--- src/rtl/bomb_pkg.sv ---
// rtl/bomb_pkg.sv - shared grid constants, tile states and game-status encoding
package bomb_pkg;
    localparam int GRID_W = 16;
    localparam int GRID_N = 256;

    typedef enum logic [1:0] {
        NOT_OVER  = 2'd0,
        GAME_OVER = 2'd1,
        P1_WIN    = 2'd2,
        P2_WIN    = 2'd3
    } game_status_e;

    localparam logic [2:0] EMPTY   = 3'd0;
    localparam logic [2:0] WALL    = 3'd1;
    localparam logic [2:0] BRICK   = 3'd2;
    localparam logic [2:0] BOMB    = 3'd3;
    localparam logic [2:0] EXP_H   = 3'd4;
    localparam logic [2:0] EXP_V   = 3'd5;
    localparam logic [2:0] EXP_END = 3'd6;
    localparam logic [2:0] EXP_CEN = 3'd7;

    function automatic logic [3:0] sat_inc4(input logic [3:0] v);
        return (v == 4'hF) ? v : v + 4'd1;
    endfunction
endpackage

--- src/rtl/player_health.sv ---
// rtl/player_health.sv - per-player blast detection, immunity window, lives and hit pulse
module player_health
    import bomb_pkg::*;
#(
    parameter int LIVES         = 3,
    parameter int INVULN_CYCLES = 45
) (
    input  logic              clk,
    input  logic              reset_n,
    input  logic              enable,
    input  logic              reinit,
    input  logic [GRID_N-1:0] explode,
    input  logic [7:0]        cor,
    output logic [1:0]        lives,
    output logic [1:0]        lives_next,
    output logic              hit,
    output logic              invuln
);
    localparam int CW = $clog2(INVULN_CYCLES + 1);

    logic [CW-1:0] cnt;
    logic [CW-1:0] cnt_next;
    logic          accept;

    assign accept = enable && explode[cor] && (cnt == '0);

    // lives_next feeds the round-end decision on the same edge as the decrement
    always_comb begin
        lives_next = lives;
        cnt_next   = cnt;
        if (accept) begin
            cnt_next = CW'(INVULN_CYCLES);
            if (lives != 2'd0) lives_next = lives - 2'd1;
        end else if (cnt != '0) begin
            cnt_next = cnt - CW'(1);
        end
    end

    always_ff @(posedge clk) begin
        if (!reset_n || reinit) begin
            lives  <= 2'(LIVES);
            cnt    <= '0;
            hit    <= 1'b0;
            invuln <= 1'b0;
        end else begin
            lives  <= lives_next;
            cnt    <= cnt_next;
            hit    <= accept;
            invuln <= (cnt_next != '0);
        end
    end
endmodule

--- src/rtl/game_judge.sv ---
// rtl/game_judge.sv - round FSM, outcome and win tallies over two player_health instances
module game_judge
    import bomb_pkg::*;
#(
    parameter int LIVES         = 3,
    parameter int INVULN_CYCLES = 45
) (
    input  logic              clk,
    input  logic              reset_n,
    input  logic [GRID_N-1:0] explode,
    input  logic [7:0]        p1_cor,
    input  logic [7:0]        p2_cor,
    input  logic              restart,
    output logic [1:0]        game_status,
    output logic [1:0]        p1_lives,
    output logic [1:0]        p2_lives,
    output logic              p1_hit,
    output logic              p2_hit,
    output logic              p1_invuln,
    output logic              p2_invuln,
    output logic [3:0]        p1_score,
    output logic [3:0]        p2_score,
    output logic              freeze
);
    typedef enum logic {PLAY, OVER} state_e;

    state_e       state;
    game_status_e status;
    logic [1:0]   p1_ln;
    logic [1:0]   p2_ln;
    logic         enable;

    assign enable      = (state == PLAY);
    assign game_status = status;

    player_health #(.LIVES(LIVES), .INVULN_CYCLES(INVULN_CYCLES)) u_p1 (
        .clk(clk), .reset_n(reset_n), .enable(enable), .reinit(restart),
        .explode(explode), .cor(p1_cor), .lives(p1_lives), .lives_next(p1_ln),
        .hit(p1_hit), .invuln(p1_invuln)
    );

    player_health #(.LIVES(LIVES), .INVULN_CYCLES(INVULN_CYCLES)) u_p2 (
        .clk(clk), .reset_n(reset_n), .enable(enable), .reinit(restart),
        .explode(explode), .cor(p2_cor), .lives(p2_lives), .lives_next(p2_ln),
        .hit(p2_hit), .invuln(p2_invuln)
    );

    always_ff @(posedge clk) begin
        if (!reset_n) begin
            state    <= PLAY;
            status   <= NOT_OVER;
            freeze   <= 1'b0;
            p1_score <= 4'd0;
            p2_score <= 4'd0;
        end else if (restart) begin
            state  <= PLAY;
            status <= NOT_OVER;
            freeze <= 1'b0;
        end else if (state == PLAY) begin
            if (p1_ln == 2'd0 && p2_ln == 2'd0) begin
                state  <= OVER;
                status <= GAME_OVER;
                freeze <= 1'b1;
            end else if (p1_ln == 2'd0) begin
                state    <= OVER;
                status   <= P2_WIN;
                freeze   <= 1'b1;
                p2_score <= sat_inc4(p2_score);
            end else if (p2_ln == 2'd0) begin
                state    <= OVER;
                status   <= P1_WIN;
                freeze   <= 1'b1;
                p1_score <= sat_inc4(p1_score);
            end
        end
    end
endmodule
--- config.mk ---
export PLATFORM = sky130hd
export DESIGN_NAME = game_judge
export DESIGN_NICKNAME = d
export VERILOG_FILES = /design/src/rtl/bomb_pkg.sv /design/src/rtl/player_health.sv /design/src/rtl/game_judge.sv
export SDC_FILE = /design/constraint.sdc
export NUM_CORES = 1
export LEC_CHECK = 0
export ABC_AREA = 1
export CELL_PAD_IN_SITES_DETAIL_PLACEMENT = 0
export CELL_PAD_IN_SITES_GLOBAL_PLACEMENT = 1
export CORE_MARGIN = 1.5
export CORE_UTILIZATION = 24
export DETAILED_ROUTE_END_ITERATION = 10
export HOLD_SLACK_MARGIN = 0.06
export PLACE_DENSITY_LB_ADDON = 0.2
export SYNTH_ARGS = -nofsm -noshare
export SYNTH_HDL_FRONTEND = slang
export SYNTH_HIERARCHICAL = 1
export SYNTH_SLANG_ARGS = --single-unit
--- constraint.sdc ---
create_clock -name clk -period 2.2 [get_ports clk]
set_input_delay 0.22 -clock clk [delete_from_list [all_inputs] [get_ports clk]]
set_output_delay 0.22 -clock clk [all_outputs]
set_load 0.005 [all_outputs]
==> results of run 1 <==
[timing repair]
item | 4_1_cts | 5_1_grt
gates cloned | 7 | 17
setup endpoints to repair | 12 | 12
pin swaps | 62 | 162
resized for setup | 266 | 366
setup buffers | 8 | 3
hold buffers | 0 | 0
[worst max path at each step]
stage                  from                  endpoint  depth (start not counted)
3_3_place_gp      p2_cor[0]  p1_score[1]$_SDFFE_PN0P_                         22
3_5_place_dp      p2_cor[3]  p1_score[1]$_SDFFE_PN0P_                         17
4_1_cts        explode[163]  p1_score[1]$_SDFFE_PN0P_                         20
2_1_floorplan     p1_cor[2]  p2_score[0]$_SDFFE_PN0P_                         17
5_1_grt           p1_cor[0]  p1_score[0]$_SDFFE_PN0P_                         24
6_report          p2_cor[0]  p1_score[1]$_SDFFE_PN0P_                         22
[critical path, stage by stage]
cell and delay, ns:
buf_16 0.14, buf_16 0.17, buf_12 0.13, nand2_1 0.07, nand3_2 0.09, nand3_2 0.11, nand3_2 0.10, nand3_2 0.09
nand2_2 0.11, nand2_2 0.05, nand3_2 0.08, nand3_2 0.09, nand2_4 0.11, nand2_4 0.06, nand2_4 0.07, nand2_2 0.08
inv_2 0.07, nand2_4 0.07, nor2_4 0.11, nand3_2 0.10, o21ai_2 0.13, nor2_1 0.04
[report_power, final]
group	total, mW	switching, mW	leakage, nW	internal, mW
logic	3.81	2.18	6.92	1.62
clock network	0.688	0.243	0.0767	0.445
registers	0.798	0.0840	0.261	0.714
[flip-flops by register name, indices dropped and copies added, names as in the netlist, 2 cells and up]
register and cells:
p2_score 4, u_p2/lives 2, game_status 2, u_p2/cnt 6, u_p1/lives 2, p1_score 4, u_p1/cnt 6
[kinds of logic (layout without fill, tap and decap cells)]
family,Yosys count,in the layout,share of synthesized area
compound gates,22,22,0.01675
xor+xnor,3,3,0.003866
fa+ha+maj,6,6,0.01104
buf+inv,166,481,0.1215
flops,32,32,0.09424
other cells,0,7,0
simple gates,1179,1179,0.7526
[area by class of cell]
cell class | count | share of cell area
diodes | 7 | 0.001324
inverters | 62 | 0.02307
multi-input cells | 1210 | 0.5010
repair inverters | 1 | 0.0008511
clock buffers | 6 | 0.01050
flip-flops and latches | 32 | 0.04842
well taps | 378 | 0.03574
clock inverters | 2 | 0.0007565
repair buffers | 410 | 0.3783
[synth_stat cells]
cell type / count
buf_1: 8
a21oi_2: 1
inv_1: 56
nand4_1: 7
buf_2: 48
ha_1: 6
inv_2: 6
nand3_2: 1
nor2_2: 1
o21ai_1: 2
buf_6: 2
nor2_4: 2
clkbuf_1: 12
a21oi_1: 10
buf_4: 34
nand4_2: 1
xor2_1: 3
nor2_1: 36
or2_2: 2
nand2_2: 3
dfxtp_1: 32
o21ai_0: 9
nand2_1: 624
nand3_1: 502
[stage by stage]
stage / cells / total power, mW
floorplan: 1408 / 2.578
global placement: 2058 / 4.037
detailed placement: 2058 / 4.042
CTS: 2081 / 4.939
global route: 2104 / 5.668
finish: 2108 / 5.291
[metal layers]
metal | wire length [um] | track usage | share of wire | up-vias
met1 | 17650 | 0.3347 | 0.40 | 5216
met2 | 20530 | 0.4599 | 0.47 | 580
li1 | - | - | - | 5270
met5 | 61 | 0 | 0.0014 | -
met4 | 1423 | 0.08009 | 0.033 | 10
met3 | 4087 | 0.05039 | 0.093 | 108
==> key figures, run 1 <==
Placed design
  – RePlAce Congestion: 0.8995
  – DP Area: 10550 um2
  – PortBufs: 293
  – HPWL Detailed: 30.36 mm
  – Post-Place Setup Slack: -0.6376 ns

Logic synthesis
  – Syn Std Cell Area: 6798 um2
  – Largest area contributor in the netlist: nand3_1
  – Post-synth top area share: 0.3696
  – Post-synth cell types: 24
  – Register bit total from synthesis: 32
  – Post-synthesis sequential area ratio: 0.09424
  – Post-synth net total: 1689
  – Synth area leaders: nand3_1 37%, nand2_1 34%, dfxtp_1 9.4%
  – Yosys warnings: 6
  – Synth Area per Inst: 4.828 um2
  – Syn Inst Count: 1408

Critical path
  – CP endpoint kind: flop
  – Critical path required time: 2.37 ns
  – R2R Path Start: u_p2/cnt[0]$_SDFF_PP0_
  – Reg2reg setup slack: 0.23 ns
  – Crit Path Category: in2reg
  – CP Max Fanout: 8
  – Startpoint types: input pin
  – Reg2Reg Depth: 13
  – Worst r2r dst: p1_score[0]$_SDFFE_PN0P_
  – Worst EP arrival: 2.31 ns

Timing
  – RSZ-0062 raised after global routing: yes
  – Tmin final: 2.143 ns
  – Worst slew pin tran: 0.3783 ns
  – Fmax: 466.6 MHz
  – Fin crit share: 0.9743
  – Min setup slack post-route: 0.05663 ns
  – Slew Limit Fails: 0
  – Post-Route Setup TNS: 0 ns
  – Slew margin rel.: 0.7470
  – Fin Clk Skew: 0.004853 ns
  – Hold Vio Cnt, Final: 0
  – Final Hold Slack: 0.4559 ns
  – Final setup violation count: 0

GRT
  – First-pass GRT wire length: 59.73 mm
  – Total GRT Usage: 0.2667
  – Aggregate global routing overflow: 0
  – Initial antenna violation count: 12
  – Number of global-route vias before repair: 10.38k
  – Pin count of the biggest net entering global routing: 48

Floorplanning
  – Initial Util: 0.2440
  – Die width: 171.3 um
  – DIE AREA: 29340 um2
  – # rows: 61
  – Die Ht: 171.3 um
  – Io pins: 294
  – Core ar.: 27860 um2

Clock tree
  – CTS HTree Levels: 2
  – Num CTS Buffers: 5
  – CTS tree: yes
  – CTS Root Cell: clkbuf_16
  – Clock-pin transition on the worst setup and hold timing paths: 0.05 ns
  – Worst-skew pair later-pin latency: 0.27 ns
  – CTS max path bufs: 2
  – CTS Sinks: 32

Power
  – PD cells: 399.9 nW/um2
  – Leak: 7.258 nW
  – VDD IR max: 676.1 uV

Worst hold path
  – Hold Path Origin: freeze$_SDFFE_PP0P_
  – WHS Endpoint: freeze$_SDFFE_PP0P_
  – Worst Hold Class: reg2reg
  – Worst hold path depth: 2

Status
  – Status: completed

Final layout
  – Area of the multi-input gates: 6629 um2
  – Fin area: 13230 um2
  – Filler Cell Count: 2892
  – Commonest non-fill, non-tap cell in the layout: nand2_1
  – Fin nets: 2003
  – Fin util: 0.4750
  – Layout Area Growth over Synthesis: 94.64%
  – Layout cells sized above 1: 0.2443
  – Storage element area: 640.6 um2
  – Most frequent cells in the layout: 573 x nand2_1, 294 x nand3_1, 205 x nand3_2

Detailed routing
  – DRT Wirelength: 43.75 mm
  – Initial DRC count: 1033
  – Drt pass-1 iters: 7
  – Via density: 5.306
  – Antenna Nets Post-Route: 0
  – DRC Markers: 0
  – Routed WL per cell: 20.75 um
  – Via count: 11.18k

Run
  – Max Cap Viol: 0
Note: power is estimated with default switching activity, not from simulation.
==> inputs of run 2 (changes only) <==
--- a/config.mk
+++ b/config.mk
@@ -9,7 +9,7 @@
 export CELL_PAD_IN_SITES_DETAIL_PLACEMENT = 0
 export CELL_PAD_IN_SITES_GLOBAL_PLACEMENT = 1
 export CORE_MARGIN = 1.5
-export CORE_UTILIZATION = 24
+export CORE_UTILIZATION = 23
 export DETAILED_ROUTE_END_ITERATION = 10
 export HOLD_SLACK_MARGIN = 0.06
 export PLACE_DENSITY_LB_ADDON = 0.2
==> run 2 against run 1 <==
The run now ends with setup timing left. Power up 0.98%. Die area is 4.3% higher. Critical endpoint is now p2_score[3]$_SDFFE_PN0P_. Via count increased by 0.43%. Setup slack got worse by 0.060 ns. Largest cell class unchanged. Clock power grew 1%. Clock-buffer cell count unchanged. Critical path depth fell by 1. Core utilization down 2.6 points. Clock skew shrank 0.0014 ns. Non-clock buffer count is 17 higher. Global-route usage is 0.50 points lower. Cell area is 2.2% lower.
==> key figures, run 2 (synthesis results as in run 1) <==
Final layout
  – Layout cells sized above 1: 0.2161 (was 0.2443)
  – Most frequent cells in the layout: 603 x nand2_1, 325 x nand3_1, 173 x nand3_2 (was 573 x nand2_1, 294 x nand3_1, 205 x nand3_2)
  – Non-filler cells, final: 2133 (was 2108)
  – Commonest non-fill, non-tap cell in the layout: nand2_1 (unchanged)
  – Top Registers: u_p1/cnt x6, u_p2/cnt x6 (unchanged)
  – Filler Cell Count: 3107 (was 2892)
  – Layout Area Growth over Synthesis: 90.39% (was 94.64%)
  – Fin area: 12940 um2 (was 13230 um2)
  – Fin nets: 2020 (was 2003)

Placed design
  – PortBufs: 293 (unchanged)
  – Placed Cells: 2067 (was 2058)
  – RePlAce Congestion: 0.9083 (was 0.8995)
  – DP Area: 10560 um2 (was 10550 um2)
  – HPWL Detailed: 30.51 mm (was 30.36 mm)

Clock tree
  – CTS HTree Levels: 2 (unchanged)
  – CTS hold repair buffers: 0 (unchanged)
  – Worst-skew pair later-pin latency: 0.28 ns (was 0.27 ns)
  – CTS tree: yes (unchanged)
  – Num CTS Buffers: 5 (unchanged)
  – CTS max path bufs: 2 (unchanged)
  – Clock-pin transition on the worst setup and hold timing paths: 0.05 ns (about the same)
  – CTS Root Cell: clkbuf_16 (unchanged)
  – CTS Sinks: 32 (unchanged)

Power
  – PD cells: 412.8 nW/um2 (was 399.9 nW/um2)
  – Net Sw Frac: 0.4671 (was 0.4743)
  – Internal Pwr Total: 2.847 mW (was 2.781 mW)
  – Sequential share of power: 0.150 (was 0.151)
  – Power share of the clock group: 0.130 (about the same)
  – Switching power of the nets: 2.495 mW (was 2.510 mW)
  – VDD IR max: 512.4 uV (was 676.1 uV)
  – Final Power: 5.342 mW (was 5.291 mW)
  – Leak: 6.766 nW (was 7.258 nW)
  – Logic pwr share: 0.720 (was 0.719)

Critical path
  – Worst EP arrival: 2.37 ns (was 2.31 ns)
  – Startpoint types: input pin (unchanged)
  – Worst-path cell chain: clkdlybuf4s50_1 > nand2_1 > nand3_1 > nand3_1 > nand3_2 > nand3_2 > nand2_1 > nand2_1 > nand3_1 > nand3_2 > nand2_4 > nand2_2 > nand2_2 > nand2_4 > nor2_4 > buf_4 > nand2_2 > nand3_2 > nor2_1 > nor2_1 > nor2_1 (was buf_16 > buf_16 > buf_12 > nand2_1 > nand3_2 > nand3_2 > nand3_2 > nand3_2 > nand2_2 > nand2_2 > nand3_2 > nand3_2 > nand2_4 > nand2_4 > nand2_4 > nand2_2 > inv_2 > nand2_4 > nor2_4 > nand3_2 > o21ai_2 > nor2_1)
  – Reg2reg setup slack: 0.26 ns (was 0.23 ns)
  – Reg2Reg Depth: 11 (was 13)
  – Worst r2r dst: p2_score[0]$_SDFFE_PN0P_ (was p1_score[0]$_SDFFE_PN0P_)
  – CP max stage delay: 0.49 ns (was 0.17 ns)
  – Slowest CP cell: clkdlybuf4s50_1 (was buf_16)
  – CP Max Fanout: 3 (was 8)
  – Most used cell, CP: nand3_2 (unchanged)
  – Crit Path Category: in2reg (unchanged)
  – R2R Path Start: u_p1/cnt[0]$_SDFF_PP0_ (was u_p2/cnt[0]$_SDFF_PP0_)
  – CP endpoint kind: flop (unchanged)
  – Critical path required time: 2.37 ns (about the same)

Detailed routing
  – Antenna Nets Post-Route: 0 (unchanged)
  – Top layer in use: met5 (unchanged)
  – Via density: 5.266 (was 5.306)
  – DRC Markers: 0 (unchanged)
  – Metal3 WL: 3.849 mm (was 4.087 mm)
  – Via count: 11.23k (was 11.18k)
  – DRT Wirelength: 44.09 mm (was 43.75 mm)
  – Routed WL per cell: 20.67 um (was 20.75 um)
  – Initial DRC count: 957 (was 1033)
  – Drt pass-1 iters: 5 (was 7)
  – Met2 wire length: 20.58 mm (was 20.53 mm)
  – WL met1: 17.98 mm (was 17.65 mm)

Status
  – Failing checks: setup timing
  – Status: finished, violations left (was completed)

GRT
  – First-pass GRT wire length: 61.77 mm (was 59.73 mm)
  – Pin count of the biggest net entering global routing: 47 (was 48)
  – Initial antenna violation count: 13 (was 12)
  – Total GRT Usage: 0.2616 (was 0.2667)
  – Number of global-route vias before repair: 10.67k (was 10.38k)
  – Aggregate global routing overflow: 0 (unchanged)

Floorplanning
  – Io pins: 294 (unchanged)
  – # rows: 62 (was 61)
  – Initial Util: 0.2356 (was 0.2440)
  – DIE AREA: 30600 um2 (was 29340 um2)
  – Core ar.: 28860 um2 (was 27860 um2)
  – Die width: 174.9 um (was 171.3 um)
  – Die Ht: 174.9 um (was 171.3 um)

Timing
  – Fin crit share: 1.001 (was 0.9743)
  – Min setup slack post-route: -0.003227 ns (was 0.05663 ns)
  – Slew margin rel.: 0.7306 (was 0.7470)
  – Final setup violation count: 1 (was 0)
  – Worst slew pin tran: 0.4028 ns (was 0.3783 ns)
  – Fmax: 453.9 MHz (was 466.6 MHz)
  – Fin Clk Skew: 0.003409 ns (was 0.004853 ns)
  – Hold Vio Cnt, Final: 0 (unchanged)
  – RSZ-0062 raised after global routing: yes (unchanged)
  – Post-Route Setup TNS: -0.003227 ns (was 0 ns)
  – Tmin final: 2.203 ns (was 2.143 ns)
  – Slew Limit Fails: 0 (unchanged)

Worst hold path
  – Worst hold path depth: 2 (unchanged)
  – WHS Endpoint: freeze$_SDFFE_PP0P_ (unchanged)
  – Hold Path Origin: freeze$_SDFFE_PP0P_ (unchanged)
  – Worst Hold Class: reg2reg (unchanged)

Run
  – Max Cap Viol: 0 (unchanged)
==> run 2: changes by cell type in the layout (fill, tap and decap cells not counted), moves of 28 or more <==
cell,before,now
buf_4,36,64
nand3_2,205,173
clkdlybuf4s50_1,37,94
nand3_1,294,325
dlymetal6s2s_1,133,84
nand2_1,573,603
==> run 2: worst max path at each step <==
| stage | cells after the start | start | to | slack, ns |
|---|---|---|---|---|
| after floorplan | 17 | p1_cor[2] | p2_score[0]$_SDFFE_PN0P_ | 0.08 |
| after global placement | 22 | p2_cor[0] | p1_score[1]$_SDFFE_PN0P_ | -0.60 |
| after detailed placement | 22 | p2_cor[0] | p1_score[1]$_SDFFE_PN0P_ | -0.58 |
| after CTS | 20 | explode[119] | p1_score[1]$_SDFFE_PN0P_ | -0.008 |
| after global routing | 20 | explode[138] | p2_score[3]$_SDFFE_PN0P_ | -0.16 |
| final | 21 | explode[16] | p2_score[3]$_SDFFE_PN0P_ | -0.003 |
==> run 2: layout make-up <==
cell class	count	area, um2	share of cell area
antenna	9	22.52	0.001740
clock buffer	6	138.9	0.01073
clock inverter	2	10.01	0.0007734
inverter	62	284.0	0.02195
multi-input combinational	1210	6372	0.4924
sequential	32	640.6	0.04950
tap	384	480.5	0.03712
timing repair buffer	427	4985	0.3852
timing repair inverter	1	8.758	0.0006767
==> run 2: what timing repair did <==
action	in CTS	in global routing
endpoints found under the setup margin	12	19
gates cloned	10	17
pin swaps	56	79
resized for setup	259	228
buffers inserted	14	8
hold endpoints to repair	0	0
==> run 2: layer usage <==
metal | global-route usage | vias up
met2 | 0.4225 | 562
met1 | 0.3366 | 5241
met3 | 0.05548 | 107
li1 | - | 5316
met4 | 0.1086 | 6
met5 | 0 | -
==> run 2: power by group through the flow <==
stage                     registers (mW)  clock network [mW]  logic [mW]
after floorplan                    0.790                   0        1.79
after global placement             0.803                   0        3.23
after detailed placement           0.804                   0        3.24
after CTS                          0.795               0.708        3.51
after global routing               0.812               0.727        4.22
final                              0.799               0.696        3.85
==> run 2: stage by stage <==
step             util  hold slack, ns  setup WS, ns
2_1_floorplan       -          0.3404       0.07842
3_3_place_gp   0.3658          0.4466       -0.6007
3_5_place_dp   0.3658          0.4442       -0.5761
4_1_cts        0.4010          0.4560     -0.008406
5_1_grt        0.4482          0.4671       -0.1638
6_report       0.4485          0.4530     -0.003227
==> run 2: worst max-delay path, delay by kind of cell <==
family / cells / cell delay, ns
and+or+nand+nor: 19 / 1.55
buffers and inverters: 2 / 0.61
==> inputs of run 3 (changes only) <==
--- a/config.mk
+++ b/config.mk
@@ -5,14 +5,15 @@
 export SDC_FILE = /design/constraint.sdc
 export NUM_CORES = 1
 export LEC_CHECK = 0
-export ABC_AREA = 1
 export CELL_PAD_IN_SITES_DETAIL_PLACEMENT = 0
 export CELL_PAD_IN_SITES_GLOBAL_PLACEMENT = 1
 export CORE_MARGIN = 1.5
 export CORE_UTILIZATION = 23
 export DETAILED_ROUTE_END_ITERATION = 10
+export GPL_ROUTABILITY_DRIVEN = 0
 export HOLD_SLACK_MARGIN = 0.06
 export PLACE_DENSITY_LB_ADDON = 0.2
+export SETUP_SLACK_MARGIN = 0.5
 export SYNTH_ARGS = -nofsm -noshare
 export SYNTH_HDL_FRONTEND = slang
 export SYNTH_HIERARCHICAL = 1
==> run 3 against run 2 <==
The run still ends with setup timing left. Cell area is 4.2% lower. Clock skew is 0.0032 ns higher. Fmax is 26% lower. Power is 23% higher. Cell count is 33% lower. Global-route usage is 4.5 points lower. Via count is 34% lower. Core utilization is 1.2 points higher. Critical path type unchanged. Critical endpoint is now p1_score[0]$_SDFFE_PN0P_.
==> key figures, run 3 <==
Detailed routing
  – DRT Wirelength: 32.05 mm (was 44.09 mm)
  – Via density: 5.197 (was 5.266)
  – DRC Markers: 0 (unchanged)
  – Initial DRC count: 318 (was 957)
  – Routed WL per cell: 22.44 um (was 20.67 um)
  – Via count: 7421 (was 11.23k)
  – Drt pass-1 iters: 5 (unchanged)
  – Antenna Nets Post-Route: 0 (unchanged)

Logic synthesis
  – Syn Inst Count: 607 (was 1408)
  – Post-synth net total: 888 (was 1689)
  – Post-synth cell types: 58 (was 24)
  – Synth Area per Inst: 10.38 um2 (was 4.828 um2)
  – Post-synth top area share: 0.2930 (was 0.3696)
  – Top post-synthesis cells by count: 82 x mux4_2, 58 x mux2i_1, 36 x nand2_1, 34 x a22oi_1, 32 x dfxtp_1 (was 624 x nand2_1, 502 x nand3_1, 56 x inv_1, 48 x buf_2, 36 x nor2_1)
  – Count leader, synth: mux4_2 (was nand2_1)
  – Ys async rst share: 0 (unchanged)
  – EDFF count, synth: 0 (unchanged)
  – Most used DFF post-synth: dfxtp_1 (unchanged)
  – Synth area leaders: mux4_2 29%, dfxtp_1 10%, mux2i_1 9.2% (was nand3_1 37%, nand2_1 34%, dfxtp_1 9.4%)
  – Yosys warnings: 6 (unchanged)
  – Largest area contributor in the netlist: mux4_2 (was nand3_1)
  – Register bit total from synthesis: 32 (unchanged)
  – Post-synthesis sequential area ratio: 0.1016 (was 0.09424)
  – Syn Std Cell Area: 6304 um2 (was 6798 um2)

Critical path
  – Crit path max-delay family: compound AO/OA/AOI/OAI gates (was simple AND/OR/NAND/NOR gates)
  – CP max stage delay: 0.39 ns (was 0.49 ns)
  – Crit Path Category: in2reg (unchanged)
  – Critical path required time: 2.36 ns (was 2.37 ns)
  – Reg2reg setup slack: -0.74 ns (was 0.26 ns)
  – Worst-path cell chain: buf_16 > buf_8 > buf_4 > mux4_1 > mux2i_4 > o41ai_4 > a31oi_1 > a31o_4 > o41ai_4 > inv_1 > or3_4 > a2111oi_4 > buf_4 > xnor2_1 > nor2_1 (was clkdlybuf4s50_1 > nand2_1 > nand3_1 > nand3_1 > nand3_2 > nand3_2 > nand2_1 > nand2_1 > nand3_1 > nand3_2 > nand2_4 > nand2_2 > nand2_2 > nand2_4 > nor2_4 > buf_4 > nand2_2 > nand3_2 > nor2_1 > nor2_1 > nor2_1)
  – CP Max Fanout: 7 (was 3)
  – Critical path buffers and inverters: 5 (was 2)
  – Worst EP arrival: 3.12 ns (was 2.37 ns)
  – CP endpoint kind: flop (unchanged)
  – Worst r2r dst: p1_score[0]$_SDFFE_PN0P_ (was p2_score[0]$_SDFFE_PN0P_)
  – R2R Path Start: u_p2/cnt[1]$_SDFF_PP0_ (was u_p1/cnt[0]$_SDFF_PP0_)
  – Startpoint types: input pin (unchanged)
  – Reg2Reg Depth: 14 (was 11)
  – Worst path depth: 15 (was 21)
  – Slowest CP cell: or3_4 (was clkdlybuf4s50_1)

Power
  – Final Power: 6.551 mW (was 5.342 mW)
  – VDD IR max: 399.5 uV (was 512.4 uV)
  – Leak: 5.056 nW (was 6.766 nW)
  – PD cells: 528.2 nW/um2 (was 412.8 nW/um2)

Final layout
  – Area of the multi-input gates: 5936 um2 (was 6372 um2)
  – Fin area: 12400 um2 (was 12940 um2)
  – Storage element area: 645.6 um2 (was 640.6 um2)
  – Filler Cell Count: 2565 (was 3107)
  – Layout Area Growth over Synthesis: 96.76% (was 90.39%)
  – Non-filler cells, final: 1428 (was 2133)
  – Top Registers: u_p1/cnt x6, u_p2/cnt x6 (unchanged)
  – Most frequent cells in the layout: 178 x clkdlybuf4s50_1, 175 x buf_4, 95 x mux4_2 (was 603 x nand2_1, 325 x nand3_1, 173 x nand3_2)
  – Fin nets: 1363 (was 2020)
  – Layout cells sized above 1: 0.4584 (was 0.2161)
  – Commonest non-fill, non-tap cell in the layout: clkdlybuf4s50_1 (was nand2_1)

Timing
  – Post-Route Setup TNS: -7.554 ns (was -0.003227 ns)
  – Slew Limit Fails: 0 (unchanged)
  – Fin crit share: 1.346 (was 1.001)
  – Fin Clk Skew: 0.006603 ns (was 0.003409 ns)
  – Final setup violation count: 19 (was 1)
  – Fmax: 337.6 MHz (was 453.9 MHz)
  – Tmin final: 2.962 ns (was 2.203 ns)
  – Worst slew pin tran: 0.4425 ns (was 0.4028 ns)
  – Min setup slack post-route: -0.7618 ns (was -0.003227 ns)
  – Hold Vio Cnt, Final: 0 (unchanged)
  – Slew margin rel.: 0.7050 (was 0.7306)
  – RSZ-0062 raised after global routing: yes (unchanged)

Clock tree
  – CTS HTree Levels: 2 (unchanged)
  – Clock-pin transition on the worst setup and hold timing paths: 0.05 ns (about the same)
  – Worst-skew pair later-pin latency: 0.27 ns (was 0.28 ns)
  – CTS Root Cell: clkbuf_16 (unchanged)
  – CTS max path bufs: 2 (unchanged)
  – CTS tree: yes (unchanged)
  – CTS hold repair buffers: 0 (unchanged)
  – CTS Sinks: 32 (unchanged)
  – Num CTS Buffers: 5 (unchanged)

Worst hold path
  – Hold Path Origin: freeze$_SDFFE_PP0P_ (unchanged)
  – Worst hold path depth: 1 (was 2)
  – WHS Endpoint: freeze$_SDFFE_PP0P_ (unchanged)
  – Worst Hold Class: reg2reg (unchanged)

Placed design
  – HPWL Detailed: 26.37 mm (was 30.51 mm)
  – Placed Cells: 1360 (was 2067)
  – PortBufs: 293 (unchanged)
  – Post-Place Setup Slack: -1.290 ns (was -0.5761 ns)
  – DP Area: 10830 um2 (was 10560 um2)

GRT
  – Number of global-route vias before repair: 7938 (was 10.67k)
  – Total GRT Usage: 0.2168 (was 0.2616)
  – First-pass GRT wire length: 46.33 mm (was 61.77 mm)
  – Aggregate global routing overflow: 0 (unchanged)
  – Initial antenna violation count: 6 (was 13)
  – Pin count of the biggest net entering global routing: 25 (was 47)

Status
  – Status: finished, violations left (unchanged)
  – Failing checks: setup timing (unchanged)

Floorplanning
  – # rows: 60 (was 62)
  – Die Ht: 168.6 um (was 174.9 um)
  – Io pins: 294 (unchanged)
  – Die width: 168.6 um (was 174.9 um)
  – Core ar.: 26950 um2 (was 28860 um2)
  – Initial Util: 0.2339 (was 0.2356)
  – DIE AREA: 28410 um2 (was 30600 um2)

Run
  – Max Cap Viol: 0 (unchanged)
run 3: repair_timing:
item | 4_1_cts | 5_1_grt
gates cloned | 3 | 4
setup endpoints to repair | 30 | 32
pin swaps | 57 | 37
buffers inserted | 29 | 20
gates resized for setup | 247 | 82
run 3: cell type report:
type | count | share of cell area
Antenna cell | 5 | 0.001009
Clock buffer | 6 | 0.01039
Clock inverter | 1 | 0.0004035
Inverter | 22 | 0.007465
Multi-Input combinational cell | 499 | 0.4786
Sequential cell | 32 | 0.05205
Tap cell | 341 | 0.03440
Timing Repair Buffer | 522 | 0.4157
run 3: worst max path at each step:
stage	startpoint	to	slack, ns
2_1_floorplan	p2_cor[0]	p1_score[3]$_SDFFE_PN0P_	-0.88
3_3_place_gp	explode[184]	p1_score[0]$_SDFFE_PN0P_	-1.28
3_5_place_dp	explode[175]	p1_score[0]$_SDFFE_PN0P_	-1.29
4_1_cts	u_p2/cnt[0]$_SDFF_PP0_	p1_score[0]$_SDFFE_PN0P_	-0.81
5_1_grt	p2_cor[0]	p1_score[0]$_SDFFE_PN0P_	-0.87
6_report	p2_cor[0]	p1_score[0]$_SDFFE_PN0P_	-0.76
run 3: report_power, final:
group	internal, mW	total (mW)	leakage [nW]	switching, mW
clock	0.411	0.654	0.0667	0.244
sequential	0.722	0.818	0.262	0.0962
combinational	2.85	5.08	4.73	2.23
run 3: worst reg2reg max path, stage by stage, from the launching register on:
cell,delay [ns]
dfxtp_2,0.32
inv_2,0.07
ha_4,0.14
nand2b_4,0.05
or4_4,0.53
inv_4,0.09
o311ai_4,0.12
buf_12,0.16
o41ai_4,0.23
inv_1,0.10
or3_4,0.39
a2111oi_4,0.28
buf_4,0.19
xnor2_1,0.11
nor2_1,0.05
run 3: cell families (layout without fill, tap and decap cells):
| group | Yosys count | count (layout) | synth area share |
|---|---|---|---|
| AOI/OAI and AO/OA | 130 | 130 | 0.1564 |
| xor gates and xnor gates | 7 | 7 | 0.009726 |
| adders and majority gates | 6 | 6 | 0.01191 |
| buffers and inverters | 76 | 551 | 0.07900 |
| DFF | 32 | 32 | 0.1016 |
| muxes | 166 | 166 | 0.4792 |
| other | 0 | 5 | 0 |
| and+or+nand+nor | 190 | 190 | 0.1622 |
run 3: per-stage QoR:
step | utilization | hold slack [ns]
2_1_floorplan | - | 0.3474
3_3_place_gp | 0.4017 | 0.4552
3_5_place_dp | 0.4017 | 0.4625
4_1_cts | 0.4377 | 0.4755
5_1_grt | 0.4601 | 0.4922
6_report | 0.4602 | 0.4722
run 3: layer usage:
layer,track usage,share of wire
met4,0.05668,0.023
met5,0,0.00041
met1,0.2519,0.39
met3,0.03928,0.057
met2,0.4074,0.53
